`config.mk`:
```
export PLATFORM = sky130hd
export DESIGN_NAME = matrix_coord_scanner
export DESIGN_NICKNAME = d
export VERILOG_FILES = /design/src/rtl/matrix_pkg.sv /design/src/rtl/dwell_counter.sv /design/src/rtl/matrix_coord_scanner.sv
export SDC_FILE = /design/constraint.sdc
export NUM_CORES = 1
export LEC_CHECK = 0
export CORE_MARGIN = 4
export CORE_UTILIZATION = 40
export CTS_CLUSTER_SIZE = 25
export DETAILED_ROUTE_END_ITERATION = 10
export DONT_BUFFER_PORTS = 1
export GPL_ROUTABILITY_DRIVEN = 0
export PLACE_DENSITY = 0.57
export SLEW_MARGIN = 25
export SYNTH_ARGS = -nofsm -noshare
export SYNTH_HDL_FRONTEND = slang
export SYNTH_HIERARCHICAL = 1
export SYNTH_SLANG_ARGS = --single-unit
```
`constraint.sdc`:
```
create_clock -name clk -period 2.2 [get_ports clk]
set_input_delay 0.11 -clock clk [delete_from_list [all_inputs] [get_ports clk]]
set_output_delay 0.11 -clock clk [all_outputs]
set_load 0.01 [all_outputs]
```
`src/rtl/matrix_pkg.sv`:
```
// Shared matrix geometry defaults and the scanner state encoding, also used by
// the quadrant selector and the display controller.
package matrix_pkg;

  localparam int unsigned DefNCols  = 5;
  localparam int unsigned DefNRows  = 7;
  localparam int unsigned DefCoordW = 3;
  localparam int unsigned DefDwell  = 4;

  typedef enum logic [1:0] {
    StIdle,
    StOffer,
    StDwell
  } scan_state_t;

endpackage

```
`src/rtl/dwell_counter.sv`:
```
// Dwell-time counter: loaded on every accepted cell, counts down while the
// scanner idles, and flags zero on the last idle cycle. Saturates at zero.
module dwell_counter #(
  parameter int unsigned DWELL = 4
) (
  input  logic clk,
  input  logic rst_n,
  input  logic load,
  input  logic dec,
  output logic zero
);

  localparam int unsigned CntW = (DWELL > 0) ? $clog2(DWELL + 1) : 1;
  // Loading DWELL-1 makes zero coincide with the final idle cycle.
  localparam logic [CntW-1:0] LoadVal = (DWELL > 0) ? CntW'(DWELL - 1) : '0;

  logic [CntW-1:0] cnt_q;

  // Reload on transfer, otherwise count down without wrapping.
  always_ff @(posedge clk or negedge rst_n) begin
    if (!rst_n) begin
      cnt_q <= '0;
    end else if (load) begin
      cnt_q <= LoadVal;
    end else if (dec && (cnt_q != '0)) begin
      cnt_q <= cnt_q - CntW'(1);
    end
  end

  assign zero = (cnt_q == '0);

endmodule

```
`src/rtl/matrix_coord_scanner.sv`:
```
// Column-major (column, row) coordinate generator for the LED-matrix quadrant
// selector, with valid/ready handshake and a programmable dwell after each cell.
// Build option: define SCAN_SERPENTINE_EN to scan odd columns with rows descending.
module matrix_coord_scanner
  import matrix_pkg::*;
#(
  parameter int unsigned N_COLS  = DefNCols,
  parameter int unsigned N_ROWS  = DefNRows,
  parameter int unsigned COORD_W = DefCoordW,
  parameter int unsigned DWELL   = DefDwell
) (
  input  logic               clk,
  input  logic               rst_n,
  input  logic               start,
  input  logic               stop,
  input  logic               cont,
  input  logic               coord_ready,
  output logic               coord_valid,
  output logic [COORD_W-1:0] mdc,
  output logic [COORD_W-1:0] mdl,
  output logic               busy,
  output logic               frame_done
);

  if ((COORD_W < $clog2(N_COLS)) || (COORD_W < $clog2(N_ROWS))) begin : g_bad_coord_w
    $error("matrix_coord_scanner: COORD_W too narrow for N_COLS/N_ROWS");
  end

  localparam logic [COORD_W-1:0] ColMax = COORD_W'(N_COLS - 1);
  localparam logic [COORD_W-1:0] RowMax = COORD_W'(N_ROWS - 1);
  localparam logic [COORD_W-1:0] One    = COORD_W'(1);

  scan_state_t        state_q;
  logic [COORD_W-1:0] mdc_q, mdl_q;
  logic [COORD_W-1:0] next_mdc, next_mdl;
  logic               valid_q, busy_q, done_q, stop_req_q;
  logic               col_desc, col_end, is_last;
  logic               stop_eff, xfer, dwell_zero;

  // A stop seen in the same cycle as a transfer takes effect on that transfer.
  assign stop_eff = stop_req_q | stop;
  assign xfer     = (state_q == StOffer) & coord_ready;

  // Next cell in scan order; the last cell wraps to (0,0) for continuous mode.
  always_comb begin
    col_desc = 1'b0;
`ifdef SCAN_SERPENTINE_EN
    col_desc = mdc_q[0];
`endif
    col_end  = col_desc ? (mdl_q == '0) : (mdl_q == RowMax);
    is_last  = col_end && (mdc_q == ColMax);
    next_mdc = mdc_q;
    next_mdl = mdl_q;
    if (is_last) begin
      next_mdc = '0;
      next_mdl = '0;
    end else if (col_end) begin
      next_mdc = mdc_q + One;
`ifdef SCAN_SERPENTINE_EN
      // Even column ends at the top row, so the following odd column starts there.
      next_mdl = col_desc ? '0 : RowMax;
`else
      next_mdl = '0;
`endif
    end else begin
      next_mdl = col_desc ? (mdl_q - One) : (mdl_q + One);
    end
  end

  dwell_counter #(
    .DWELL(DWELL)
  ) u_dwell_counter (
    .clk  (clk),
    .rst_n(rst_n),
    .load (xfer && (DWELL != 0)),
    .dec  (state_q == StDwell),
    .zero (dwell_zero)
  );

  // Scan FSM with registered handshake and status outputs.
  always_ff @(posedge clk or negedge rst_n) begin
    if (!rst_n) begin
      state_q    <= StIdle;
      mdc_q      <= '0;
      mdl_q      <= '0;
      valid_q    <= 1'b0;
      busy_q     <= 1'b0;
      done_q     <= 1'b0;
      stop_req_q <= 1'b0;
    end else begin
      done_q <= 1'b0;
      unique case (state_q)
        StIdle: begin
          stop_req_q <= 1'b0;
          if (start && !stop) begin
            state_q <= StOffer;
            valid_q <= 1'b1;
            busy_q  <= 1'b1;
            mdc_q   <= '0;
            mdl_q   <= '0;
          end
        end
        StOffer: begin
          if (stop) stop_req_q <= 1'b1;
          if (coord_ready) begin
            if (is_last) done_q <= 1'b1;
            if (stop_eff || (is_last && !cont)) begin
              state_q    <= StIdle;
              valid_q    <= 1'b0;
              busy_q     <= 1'b0;
              mdc_q      <= '0;
              mdl_q      <= '0;
              stop_req_q <= 1'b0;
            end else if (DWELL == 0) begin
              mdc_q <= next_mdc;
              mdl_q <= next_mdl;
            end else begin
              state_q <= StDwell;
              valid_q <= 1'b0;
            end
          end
        end
        StDwell: begin
          if (stop) stop_req_q <= 1'b1;
          if (dwell_zero) begin
            if (stop_eff) begin
              state_q    <= StIdle;
              busy_q     <= 1'b0;
              mdc_q      <= '0;
              mdl_q      <= '0;
              stop_req_q <= 1'b0;
            end else begin
              state_q <= StOffer;
              valid_q <= 1'b1;
              mdc_q   <= next_mdc;
              mdl_q   <= next_mdl;
            end
          end
        end
        default: begin
          state_q <= StIdle;
          valid_q <= 1'b0;
          busy_q  <= 1'b0;
        end
      endcase
    end
  end

  assign coord_valid = valid_q;
  assign mdc         = mdc_q;
  assign mdl         = mdl_q;
  assign busy        = busy_q;
  assign frame_done  = done_q;

endmodule

```
==> impl_metrics.py, run 1 <==
metrics = {
    "run_status": {
        "outcome": "finished clean",
    },
    "placed_design": {
        "pre_cts_ws_ns": 0.0670,
        "numPortBuffers": 0,
        "dp_hpwl_um": 1490,
    },
    "synth": {
        "yosysSeqAreaShare_pct": 40.3,
        "synth_most_common_cell": "dfrtp_1",
        "syn_area_um2": 931,
        "synthFlopType": "dfrtp_1",
        "synth-seq-cells": 15,
        "yosysTopAreaCellShare_pct": 40.3,
        "synth-edff-count": 0,
        "synth_fp_nets": 110,
        "synth.avg_cell_area_um2": 9.70,
        "ys_warn_count": 6,
        "syn_inst": 96,
        "synth_top_area_cell": "dfrtp_1",
        "yosys-top-cells-count": "15 x dfrtp_1, 12 x inv_1, 8 x ha_1",
        "synth_area_leaders": "dfrtp_1 40%, ha_1 11%, inv_1 4.8%",
        "synth.distinct_cells": 34,
        "async_flop_share_pct": 100,
    },
    "clocking": {
        "cts_root_buf": "clkbuf_4",
        "clockBufferDepth": 2,
        "clk_pin_slew_ns": 0.09,
        "clock-sinks": 15,
        "htreeDepth": 1,
        "cts_tree": "yes",
        "cts_inserted_buffers": 3,
        "worstSkewPairLatency_ns": 0.28,
    },
    "hold_path": {
        "min_path_type": "input port to flip-flop",
        "hold_start": "coord_ready",
    },
    "sta": {
        "setup_viol": 0,
        "fmax_mhz": 492,
        "hold_viol": 0,
        "drv_slew": 0,
        "relSlewSlack_pct": 53.7,
        "rsz0062_at_grt": "no",
        "min_period_ns": 2.03,
        "skew_ns": 0.00702,
        "fin_ws_ns": 0.167,
        "tightest_slew_ns": 0.692,
        "fin_setup_tns_ns": 0,
        "finalCritPeriodShare_pct": 92.4,
    },
    "detailed_routing": {
        "wirelength_um": 2020,
        "dr.pass1.iters": 4,
        "viasPerCell": 5.63,
        "drc_errors": 0,
        "antenna_left": 0,
        "dr_total_vias": 771,
        "drt_iter0_drc": 16,
        "routedWlPerCell_um": 14.7,
    },
    "global_route": {
        "track_usage_pct": 13.9,
        "grt_overflow_total": 0,
        "antenna_found_initial": 0,
        "grt_max_degree": 16,
        "grt_pass1_vias": 770,
        "grt_pass1_wl_um": 3430,
    },
    "floorplan": {
        "start_util_pct": 42.1,
        "die_height_um": 56.2,
        "row_count": 17,
        "pin_count": 15,
        "core_area_um2": 2210,
        "die_w_um": 56.2,
        "die-area_um2": 3160,
    },
    "worst_setup_path": {
        "cpPeakStageDelay_ns": 0.43,
        "critPathLaunchType": "flip-flop",
        "path_common_cell": "ha_1",
        "critical_path.max_fanout": 12,
        "critical_path_class": "flip-flop to flip-flop",
        "worstPathCellList": "inv_1 > ha_1 > ha_1 > nor2b_1 > a211o_1 > buf_4 > o41a_2 > o21bai_1",
        "critPathCaptureType": "flip-flop",
        "arrival_ns": 2.21,
        "timing.rr.start": "u_dwell_counter/cnt_q[0]",
        "crit_slowest_cell": "o41a_2",
        "critPathLaunch": "u_dwell_counter/cnt_q[0]",
        "critPathRequiredTime_ns": 2.38,
    },
    "run": {
        "max_cap_violations": 0,
    },
    "power_and_ir_drop": {
        "power.density_nw_per_um2": 945,
        "peakVddDrop_mv": 0.467,
        "power.leakage_uw": 0.000509,
    },
    "finish": {
        "drive_gt1_share_pct": 21.1,
        "syn_to_final_growth_pct": 15.7,
        "insertedDiodeCount": 0,
        "final_nets": 124,
    },
}
-- stage by stage --
stage               cells  utilization, %  total power, uW  hold WS [ns]  cell area (um^2)
floorplan              96               -              731        -0.186               931
global placement      130            46.0              838        -0.185              1020
detailed placement    130            46.0              853        -0.185              1020
CTS                   137            48.5             1030         0.118              1070
global route          137            48.7             1110         0.191              1080
finish                137            48.7             1020         0.136              1080
-- logic make-up (layout without fill, tap and decap cells) --
| family | Yosys count | in the layout | share of synthesized area (%) |
|---|---|---|---|
| multiplexers | 3 | 3 | 3.36 |
| flip-flops | 15 | 15 | 40.3 |
| adder cells (fa/ha/maj) | 8 | 8 | 10.8 |
| AO/OA/AOI/OAI | 23 | 23 | 18.7 |
| buffers and inverters | 16 | 29 | 7.39 |
| AND/OR/NAND/NOR | 31 | 31 | 19.5 |
-- path summary, 6_finish.rpt --
kind,to,slack [ns],depth (start not counted)
setup / recovery,mdc[2],0.17,8
hold / removal,stop_req_q,0.14,3
setup reg to reg,mdc[2],0.17,8
hold reg to reg,u_dwell_counter/cnt_q[2],0.55,2
max in group asynchronous,mdl[0],1.45,1
min in group asynchronous,frame_done,0.30,1
-- repair_timing --
| action | 4_1_cts | 5_1_grt |
|---|---|---|
| hold buffers | 3 | 0 |
| setup endpoints to repair | 0 | 1 |
| buffers inserted | 0 | 0 |
| resized for setup | 0 | 1 |
| hold endpoints to repair | 17 | 0 |
-- worst max-delay path: cells and delay by family (launching register included) --
family                     cells  cell delay (ns)
DFF                            1             0.40
adders and majority gates      2             0.34
and+or+nand+nor                1             0.07
buffers and inverters          2             0.25
AOI/OAI and AO/OA              3             0.87
-- power breakdown --
| group | total, uW | internal (uW) | switching [uW] |
|---|---|---|---|
| Sequential | 393 | 340 | 53.5 |
| Combinational | 466 | 224 | 242 |
| Clock | 159 | 70.4 | 88.2 |
-- layout by cell type, fill, tap and decap left out, types with 3 or more instances in the layout --
cell / netlist / routed
nor2b_1: 3 / 3
nor3_1: 3 / 3
dlygate4sd3_1: 0 / 3
buf_4: 0 / 10
ha_1: 8 / 8
nor2_1: 6 / 6
clkbuf_4: 0 / 3
inv_1: 12 / 12
a21oi_1: 4 / 4
nand2_1: 6 / 6
o21ai_0: 4 / 4
o41ai_1: 5 / 5
o31ai_1: 3 / 3
dfrtp_1: 15 / 15
-- routing by layer --
layer	wire, um	vias up	track usage, %
li1	-	367	-
met1	890	375	15.6
met2	983	21	23.7
met3	94	8	3.48
met4	47	0	7.80
met5	0	-	0
-- area by class of cell --
type	count	area [um^2]
Fill cell	235	1130
Multi-Input combinational cell	65	490
Sequential cell	15	375
Timing Repair Buffer	13	105
Inverter	12	45.0
Tap cell	28	35.0
Clock buffer	4	26.3
-- sequential cells by signal, indices dropped and copies added (netlist names) --
signal and flops:
busy 1, coord_valid 1, frame_done 1, mdc 3, mdl 3, state_q 2
stop_req_q 1, u_dwell_counter/cnt_q 3
(Power assumes the default switching activity.)
==> inputs of run 2 (changes only) <==
- RECOVER_POWER: not set -> 100
==> impl_metrics.py, run 2 (synthesized netlist as in run 1, its figures left out) <==
metrics = {
    "global_route": {
        "grt_pass1_wl_um": 3430,
        "track_usage_pct": 13.9,
        "grt_overflow_total": 0,
        "grt_max_degree": 16,
        "antenna_found_initial": 0,
        "grt_pass1_vias": 770,
    },
    "detailed_routing": {
        "dr_total_vias": 753,
        "drt_iter0_drc": 16,
        "wirelength_um": 2010,
        "routedWlPerCell_um": 14.7,
        "drc_errors": 0,
        "viasPerCell": 5.50,
        "dr.pass1.iters": 4,
        "antenna_left": 0,
    },
    "floorplan": {
        "die_w_um": 56.2,
        "start_util_pct": 42.1,
        "die_height_um": 56.2,
        "core_area_um2": 2210,
        "die-area_um2": 3160,
        "pin_count": 15,
        "row_count": 17,
    },
    "sta": {
        "min_period_ns": 2.03,
        "hold_slack_ns": 0.140,
        "tightest_slew_ns": 0.682,
        "setup_viol": 0,
        "fin_setup_tns_ns": 0,
        "skew_ns": 0.00850,
        "rsz0062_at_grt": "no",
        "hold_viol": 0,
        "fmax_mhz": 493,
        "relSlewSlack_pct": 54.4,
        "drv_slew": 0,
        "finalCritPeriodShare_pct": 92.2,
    },
    "hold_path": {
        "hold_start": "coord_ready",
        "hold_path_depth": 3,
        "min_path_type": "input port to flip-flop",
        "hold_end": "stop_req_q",
    },
    "power_and_ir_drop": {
        "power.leakage_uw": 0.000488,
        "peakVddDrop_mv": 0.460,
        "power.density_nw_per_um2": 953,
    },
    "worst_setup_path": {
        "worstPathCellList": "inv_1 > ha_1 > or3b_2 > or4_4 > o41ai_1",
        "reg2reg_depth": 5,
        "critPathCaptureType": "flip-flop",
        "crit_slowest_cell": "or4_4",
        "timing.rr.start": "state_q[0]",
        "critPathRequiredTime_ns": 2.38,
        "arrival_ns": 2.21,
        "critical_path.max_fanout": 6,
        "cpPeakStageDelay_ns": 0.54,
        "rrSetupSlack_ns": 0.17,
        "critical_path_class": "flip-flop to flip-flop",
        "reg2reg_to": "mdl[2]",
        "critPathLaunchType": "flip-flop",
    },
    "run": {
        "max_cap_violations": 0,
    },
    "clocking": {
        "cts_tree": "yes",
        "clk_pin_slew_ns": 0.09,
        "cts_inserted_buffers": 3,
        "clock-sinks": 15,
        "worstSkewPairLatency_ns": 0.28,
        "cts_root_buf": "clkbuf_4",
        "clockBufferDepth": 2,
        "cts_setup_buffers": 0,
        "htreeDepth": 1,
    },
    "finish": {
        "drive_gt1_share_pct": 16.5,
        "insertedDiodeCount": 0,
        "final_cell_mix": "15 x dfrtp_1, 12 x inv_1, 8 x ha_1",
        "layout.cells.most_common": "dfrtp_1",
        "final_nets": 124,
        "fillerInstances": 244,
        "syn_to_final_growth_pct": 13.7,
        "final_cells": 137,
    },
    "run_status": {
        "outcome": "finished clean",
    },
    "placed_design": {
        "dp_hpwl_um": 1490,
        "placedCellCount": 130,
        "numPortBuffers": 0,
    },
}
## run 2: changes by cell type in the layout (fill, tap and decap cells not counted)
cell,delta
clkbuf_1,+5
buf_4,-5
## run 2: per-layer routing
layer | part of all wire, % | GRT usage [%] | vias to the layer above | wire, um
met5 | 0 | 0 | - | 0
met2 | 49 | 23.7 | 21 | 994
met4 | 1.9 | 7.80 | 0 | 38
li1 | - | - | 366 | -
met1 | 44 | 15.6 | 360 | 878
met3 | 4.9 | 3.48 | 6 | 98
## run 2: cell type report
cell class	count	area, um^2	area share, %
repair buffers	13	86.3	8.16
well taps	28	35.0	3.31
inverters	12	45.0	4.26
multi-input cells	65	490	46.3
flip-flops and latches	15	375	35.5
clock buffers	4	26.3	2.48
## run 2: timing repair
| action | 4_1_cts | 5_1_grt |
|---|---|---|
| endpoints found under the hold margin | 17 | 0 |
| resized for setup | 0 | 1 |
| setup endpoints to repair | 0 | 1 |
| hold buffers | 3 | 0 |
## run 2: through the flow
step           setup slack, ns  cell area (um^2)  power, uW  util [%]
2_1_floorplan           0.0996               931        731         -
3_3_place_gp             0.136              1020        838      46.0
3_5_place_dp            0.0670              1020        853      46.0
4_1_cts                 0.0480              1070       1030      48.5
5_1_grt                0.00863              1060       1100      47.9
6_report                 0.171              1060       1010      47.9
## run 2: power by group
| part | total, uW | leakage, uW | internal [uW] | switching (uW) |
|---|---|---|---|---|
| Clock | 158 | 0.0000150 | 70.3 | 87.7 |
| Combinational | 458 | 0.000279 | 219 | 239 |
| Sequential | 393 | 0.000194 | 340 | 52.7 |
## run 2: how the worst max path moves through the flow
stage	startpoint	end	slack, ns	cells after the start
floorplan	mdc[0]	mdl[2]	0.1	8
global placement	state_q[0]	mdl[2]	0.14	5
finish	state_q[0]	mdl[2]	0.17	5
CTS	state_q[0]	mdl[2]	0.05	5
detailed placement	state_q[0]	mdl[2]	0.07	5
global route	u_dwell_counter/cnt_q[0]	mdc[2]	0.009	8
## run 2: critical path, delay by kind of cell (launching register included)
| kind | cells | cell delay, ns |
|---|---|---|
| AOI/OAI and AO/OA | 1 | 0.25 |
| DFF | 1 | 0.42 |
| adders and majority gates | 1 | 0.17 |
| and+or+nand+nor | 2 | 1.00 |
| buffers and inverters | 1 | 0.09 |
